**config.mk**
```make
export PLATFORM = sky130hd
export DESIGN_NAME = wb_sdram_burst_master
export DESIGN_NICKNAME = d
export VERILOG_FILES = /design/src/rtl/wb_sdram_burst_master.sv
export SDC_FILE = /design/constraint.sdc
export NUM_CORES = 1
export LEC_CHECK = 0
export ABC_AREA = 1
export CAP_MARGIN = 25
export CORE_ASPECT_RATIO = 1.75
export CORE_MARGIN = 2
export CORE_UTILIZATION = 57
export DETAILED_ROUTE_END_ITERATION = 6
export DONT_BUFFER_PORTS = 1
export PLACE_DENSITY = 0.81
export SKIP_CTS_REPAIR_TIMING = 1
export SLEW_MARGIN = 10
export SYNTH_ARGS = -nofsm -noshare
export SYNTH_HDL_FRONTEND = slang
export SYNTH_SLANG_ARGS = --single-unit
```
**constraint.sdc**
```tcl
create_clock -name sys_clk -period 1.5 [get_ports sys_clk]
set_clock_uncertainty 0.1 [all_clocks]
set_input_delay 0.375 -clock sys_clk [delete_from_list [all_inputs] [get_ports sys_clk]]
set_output_delay 0.375 -clock sys_clk [all_outputs]
set_load 0.1 [all_outputs]
```
**src/rtl/wb_sdram_burst_master.sv**
```systemverilog
// Wishbone incrementing-burst master feeding the SDRAM controller's slave port.
// Accepts read/write burst commands on a valid/ready queue, streams write beats
// in and read beats out, and aborts a beat the controller never acknowledges.
module wb_sdram_burst_master #(
  parameter int APP_AW  = 26,
  parameter int dw      = 32,
  parameter int MAX_BL  = 8,
  parameter int TIMEOUT = 255,
  parameter int LW      = $clog2(MAX_BL) + 1
) (
  input  logic              sys_clk,
  input  logic              wb_rst_i,
  input  logic              sdr_init_done,
  // command queue
  input  logic              cmd_valid,
  output logic              cmd_ready,
  input  logic              cmd_we,
  input  logic [APP_AW-1:0] cmd_addr,
  input  logic [LW-1:0]     cmd_len,
  input  logic [dw/8-1:0]   cmd_sel,
  // write data stream
  input  logic              wdata_valid,
  output logic              wdata_ready,
  input  logic [dw-1:0]     wdata,
  // read data stream and completion
  output logic              rdata_valid,
  output logic [dw-1:0]     rdata,
  output logic              done,
  output logic              err,
  // Wishbone master
  output logic              wb_cyc_o,
  output logic              wb_stb_o,
  output logic              wb_we_o,
  output logic [2:0]        wb_cti_o,
  output logic [APP_AW-1:0] wb_adr_o,
  output logic [dw-1:0]     wb_dat_o,
  output logic [dw/8-1:0]   wb_sel_o,
  input  logic              wb_ack_i,
  input  logic [dw-1:0]     wb_dat_i
);

  localparam int                TW       = $clog2(TIMEOUT + 1);
  localparam logic [TW-1:0]     TMO_LAST = TW'(TIMEOUT - 1);
  localparam logic [APP_AW-1:0] ADR_STEP = APP_AW'(dw / 8);
  localparam logic [2:0]        CTI_NONE = 3'b000;
  localparam logic [2:0]        CTI_INC  = 3'b010;
  localparam logic [2:0]        CTI_EOB  = 3'b111;

  typedef enum logic [1:0] {
    S_IDLE,
    S_WDATA,
    S_BUS,
    S_FINISH
  } state_e;

  state_e              state_q;
  logic [LW-1:0]       rem_q;        // beats still to be acked, current one included
  logic [TW-1:0]       tmo_q;        // consecutive un-acked strobe cycles
  logic                cyc_q;
  logic                stb_q;
  logic                we_q;
  logic [2:0]          cti_q;
  logic [APP_AW-1:0]   adr_q;
  logic [dw-1:0]       dat_q;
  logic [dw/8-1:0]     sel_q;
  logic                wdata_ready_q;
  logic                rdata_valid_q;
  logic [dw-1:0]       rdata_q;
  logic                done_q;
  logic                err_q;
  logic                beat_ack;

  // A beat completes only on a qualified strobe.
  assign beat_ack = cyc_q && stb_q && wb_ack_i;

  // Command acceptance is immediate once init is done, so it is decoded from state.
  assign cmd_ready   = (state_q == S_IDLE) && sdr_init_done && !wb_rst_i;

  assign wdata_ready = wdata_ready_q;
  assign rdata_valid = rdata_valid_q;
  assign rdata       = rdata_q;
  assign done        = done_q;
  assign err         = err_q;
  assign wb_cyc_o    = cyc_q;
  assign wb_stb_o    = stb_q;
  assign wb_we_o     = we_q;
  assign wb_cti_o    = cti_q;
  assign wb_adr_o    = adr_q;
  assign wb_dat_o    = dat_q;
  assign wb_sel_o    = sel_q;

  // Burst sequencer: command latch, beat handshakes, timeout abort, completion pulse.
  always_ff @(posedge sys_clk) begin
    // NOTE: state is updated with non-blocking assignments so every branch below
    // reads the pre-edge value of the registers, regardless of statement order.
    if (wb_rst_i) begin
      state_q       <= S_IDLE;
      rem_q         <= '0;
      tmo_q         <= '0;
      cyc_q         <= 1'b0;
      stb_q         <= 1'b0;
      we_q          <= 1'b0;
      cti_q         <= CTI_NONE;
      adr_q         <= '0;
      dat_q         <= '0;
      sel_q         <= '0;
      wdata_ready_q <= 1'b0;
      rdata_valid_q <= 1'b0;
      rdata_q       <= '0;
      done_q        <= 1'b0;
      err_q         <= 1'b0;
    end else begin
      // Single-cycle strobes default low and are raised only by the edge that earns them.
      rdata_valid_q <= 1'b0;
      done_q        <= 1'b0;
      err_q         <= 1'b0;

      case (state_q)
        S_IDLE: begin
          if (cmd_valid && sdr_init_done) begin
            adr_q <= cmd_addr;
            sel_q <= cmd_sel;
            we_q  <= cmd_we;
            rem_q <= cmd_len;
            tmo_q <= '0;
            if (cmd_len == '0) begin
              state_q <= S_FINISH;
              done_q  <= 1'b1;
            end else begin
              cyc_q <= 1'b1;
              cti_q <= (cmd_len == LW'(1)) ? CTI_EOB : CTI_INC;
              if (cmd_we) begin
                state_q       <= S_WDATA;
                wdata_ready_q <= 1'b1;
              end else begin
                state_q <= S_BUS;
                stb_q   <= 1'b1;
              end
            end
          end
        end

        S_WDATA: begin
          tmo_q <= '0;
          if (wdata_valid) begin
            dat_q         <= wdata;
            wdata_ready_q <= 1'b0;
            stb_q         <= 1'b1;
            state_q       <= S_BUS;
          end
        end

        S_BUS: begin
          if (beat_ack) begin
            tmo_q <= '0;
            adr_q <= adr_q + ADR_STEP;
            rem_q <= rem_q - LW'(1);
            if (!we_q) begin
              rdata_q       <= wb_dat_i;
              rdata_valid_q <= 1'b1;
            end
            if (rem_q == LW'(1)) begin
              cyc_q   <= 1'b0;
              stb_q   <= 1'b0;
              cti_q   <= CTI_NONE;
              done_q  <= 1'b1;
              state_q <= S_FINISH;
            end else begin
              cti_q <= (rem_q == LW'(2)) ? CTI_EOB : CTI_INC;
              if (we_q) begin
                stb_q         <= 1'b0;
                wdata_ready_q <= 1'b1;
                state_q       <= S_WDATA;
              end
            end
          end else if (tmo_q == TMO_LAST) begin
            // The slave has gone silent: abandon the rest of the command.
            tmo_q   <= '0;
            cyc_q   <= 1'b0;
            stb_q   <= 1'b0;
            cti_q   <= CTI_NONE;
            done_q  <= 1'b1;
            err_q   <= 1'b1;
            state_q <= S_FINISH;
          end else begin
            tmo_q <= tmo_q + TW'(1);
          end
        end

        S_FINISH: begin
          state_q <= S_IDLE;
        end

        default: begin
          state_q <= S_IDLE;
        end
      endcase
    end
  end

endmodule
```
==> results of run 1 <==
logic make-up after synthesis:
| group | synth area share (%) |
|---|---|
| fa+ha+maj | 1.38 |
| buf+inv | 7.05 |
| compound gates | 14.6 |
| flops | 43.1 |
| simple gates | 33.0 |
| xor+xnor | 0.806 |
cell usage after synthesis (2+ instances only):
master / instances
buf_6: 3
dfxtp_1: 117
nand2_4: 3
o21ai_0: 60
inv_1: 37
a31oi_1: 4
o21ai_1: 9
a211oi_1: 3
nand2_1: 184
nor3_1: 5
ha_1: 6
nor2_1: 158
nand3_1: 55
a221oi_2: 2
buf_4: 7
nand4_1: 3
a21oi_1: 63
nand3b_1: 3
nand2_2: 2
buf_2: 11
nor2_4: 4
xnor2_1: 3
xor2_1: 2
inv_2: 4
clkbuf_1: 19
nor2_2: 4
inv_4: 2
o21bai_1: 2
stage by stage:
step | hold WS (ns) | cell area [um^2] | instances | util, % | TNS [ns]
2_1_floorplan | 0.354 | 5690 | 786 | - | -1.45
3_3_place_gp | 0.343 | 6820 | 1004 | 72.9 | -0.245
4_1_cts | -0.0889 | 7410 | 1036 | 79.3 | -5.40
3_5_place_dp | 0.347 | 6820 | 1004 | 72.9 | -2.13
==> metrics.cfg, run 1 <==
[clock_tree]
cts-buffers-inserted=17
cts.sinks=117
h-tree-depth=4
cts_buffer_depth=2
cts_root_buffer=clkbuf_16

[logic_synthesis]
ys_seq_area_share_pct=43.1
syn_inst=786
netlist.area_leader.share_pct=43.1
synth.avg_cell_area_um2=6.91
ys_warn_count=0
syn_area_um2=5430
ys_ff_latch=117
ys_types=39
ys_async_sr_fraction_pct=0
synth-edff-count=0
synth.area.top_cells=dfxtp_1 (43%), nand2_1 (13%), nor2_1 (11%)
synth_fp_nets=897
yosysTopAreaCell=dfxtp_1
ys.flop_type=dfxtp_1

[sta]
postGrtWorstEndpoint=cmd_ready
worstEpCategory=primary output

[floorplanning]
rows=47
io-pin-count=210
initial_core_util_pct=58.1
dieHeight_um=133
die_w_um=77.8

[outcome]
status=aborted with a tool error
lastStage=global routing (5_1_grt)
tool.error=[ERROR DPL-0038] Utilization greater than 100%, impossible to legalize

[placed_design]
routabilityCongestion=0.902
dp_hpwl_um=12000
io_buffers=0
pre_cts_ws_ns=-0.163

[grt]
grt_max_degree=63

==> inputs of run 2 (changes only) <==
CORE_ASPECT_RATIO = default   (was 1.75)
CORE_UTILIZATION = 40   (was 57)
PLACE_DENSITY = default   (was 0.81)
PLACE_DENSITY_LB_ADDON = 0.15   (was default)
clock period = 1.95 ns   (was 1.5 ns; I/O delays follow)
==> metrics.cfg, run 2 <==
[outcome]
status=complete, no violations  ; was aborted with a tool error

[grt]
grt_overflow=0
grt_max_degree=63
grt_pass1_vias=5295
grt_usage_pct=21.2
grt_pass1_wl_um=24600
antenna_found_initial=0

[logic_synthesis]
ys_warn_count=0  ; unchanged
synthAdderAreaFrac_pct=1.38  ; unchanged
netlist.area_leader.share_pct=43.1  ; unchanged
synth_top_family_by_area=simple AND/OR/NAND/NOR gates  ; unchanged
ys.flop_type=dfxtp_1  ; unchanged
synth_fp_nets=897  ; unchanged
synth.avg_cell_area_um2=6.91  ; unchanged
ys_seq_area_share_pct=43.1  ; unchanged
synth-compound-area-share_pct=14.6  ; unchanged
synthTopCellsByCount=nand2_1 (184), nor2_1 (158), dfxtp_1 (117)  ; unchanged
yosysTopAreaCell=dfxtp_1  ; unchanged
ys_ff_latch=117  ; unchanged
syn_inst=786  ; unchanged
synth-edff-count=0  ; unchanged
yosysMostFrequentCell=nand2_1  ; unchanged
synth_mux_area_share_pct=0  ; unchanged
synth_xor_area_share_pct=0.806  ; unchanged
synth-simple-area-share_pct=33.0  ; unchanged
ys_types=39  ; unchanged
synth.area.top_cells=dfxtp_1 (43%), nand2_1 (13%), nor2_1 (11%)  ; unchanged
ys_async_sr_fraction_pct=0  ; unchanged
syn_area_um2=5430  ; unchanged

[setup_path]
rr_startpoint=state_q[0]
slowest_delay_ns=0.36
end_kind=output port
required_ns=1.36
path_cells=buf_6 -> inv_2 -> nand2_2 -> nor2_4 -> buf_12
cp_max_fo=4
crit_type=reg -> out
worstPathArrival_ns=1.30
crit_path_start_kind=flop
crit_path_start=state_q[1]
cp_slowest_cell=dfxtp_4

[floorplanning]
rows=42  ; was 47
io-pin-count=210  ; unchanged
dieHeight_um=121  ; was 133 um
coreArea_um2=13200
die_area_um2=14500
initial_core_util_pct=41.0  ; was 58.1%
die_w_um=121  ; was 77.8 um

[sta]
finalSetupViolations=0
post-route-min-period_ns=1.89
fmax_mhz=529
slew_violations=0
worst_slew_pin_slew_ns=0.456
period_share_pct=97.0
max_slew_margin_pct=69.6
hold_viol=0
fin_ws_ns=0.0582

[pwr]
powerDensity_nw_per_um2=1200
peakVddDrop_mv=0.688
leakagePower_uw=0.00296
power.total_uw=8460

[worst_hold_path]
hold_class=in -> reg
worstHoldStart=wb_rst_i

[clock_tree]
insertion_delay_ns=0.41
cts-buffers-inserted=17  ; unchanged
cts_buffer_depth=2  ; unchanged
cts_root_buffer=clkbuf_16  ; unchanged
clk_pin_slew_ns=0.06
cts.sinks=117  ; unchanged
cts_tree=built
h-tree-depth=4  ; unchanged

[cells_and_area]
finalNonFillerCells=1068
final_common_cell=nand2_1
fin_nets=991
area_growth_pct=29.6
drive_gt1_share_pct=22.0
final_cell_mix=nand2_1 (184), nor2_1 (157), buf_4 (112)
final_util_pct=53.2
antennaDiodeCount=0
n_fill_cell=1305

[flow_run]
drv_cap=0

[detailed_routing]
drc=0
wl_per_cell_um=14.4
drt-total-wl_um=15400
drt-pass1-iter-count=4
vias_per_cell=5.09
ant_nets=0
vias=5432
drt_iter0_drc=261

[placed_design]
routabilityCongestion=0.900  ; was 0.902
dp_hpwl_um=11000  ; was 12,000 um
pre_cts_ws_ns=0.155  ; was -0.163 ns
place_inst=1035  ; was 1,004
io_buffers=0  ; unchanged

run 2: worst max-delay path, delay by kind of cell (launching register included):
family | cells | cell delay (ns)
buffers and inverters | 3 | 0.35
flip-flops | 1 | 0.36
AND/OR/NAND/NOR | 2 | 0.18
run 2: final timing paths:
kind | endpoint | slack [ns] | cells after the start
max | cmd_ready | 0.06 | 5
min | wb_dat_o[21] | 0.04 | 1
max reg2reg | rdata[21] | 0.20 | 8
min reg2reg | wb_dat_o[22] | 0.36 | 2
run 2: kinds of logic (layout without fill, tap and decap cells):
family,after synthesis,count (layout)
buffers and inverters,84,190
AND/OR/NAND/NOR,426,426
AO/OA/AOI/OAI,148,148
XOR/XNOR,5,5
adder cells (fa/ha/maj),6,6
flip-flops,117,117
run 2: area by class of cell:
| cell class | instances | area [um^2] | area share, % |
|---|---|---|---|
| inverter | 43 | 169 | 2.40 |
| tap | 176 | 220 | 3.13 |
| multi-input combinational | 585 | 2720 | 38.6 |
| sequential | 117 | 2380 | 33.8 |
| clock inverter | 9 | 200 | 2.84 |
| clock buffer | 22 | 454 | 6.45 |
| timing repair buffer | 116 | 903 | 12.8 |
run 2: report_power, final:
part / switching (uW) / leakage (uW) / internal, uW
clock: 1070 / 0.000310 / 2420
combinational: 1740 / 0.00169 / 520
sequential: 136 / 0.000961 / 2580
total: 2940 / 0.00296 / 5520
run 2: metrics by stage:
step | TNS (ns) | hold WS, ns | area [um^2]
after CTS | -0.0985 | 0.0179 | 7020
final | 0 | 0.0449 | 7040
after detailed placement | 0 | 0.349 | 6360
after floorplan | -0.233 | 0.354 | 5480
after global routing | -0.00169 | 0.0208 | 7040
after global placement | 0 | 0.345 | 6360
run 2: metal layers:
layer / GRT usage (%) / wire [um] / vias to the layer above
li1: - / - / 2729
met1: 23.3 / 5950 / 2469
met2: 36.1 / 7550 / 205
met3: 8.07 / 1490 / 29
met4: 9.96 / 407 / 0
met5: 0 / 0 / -
Note: power is estimated with default switching activity, not from simulation.
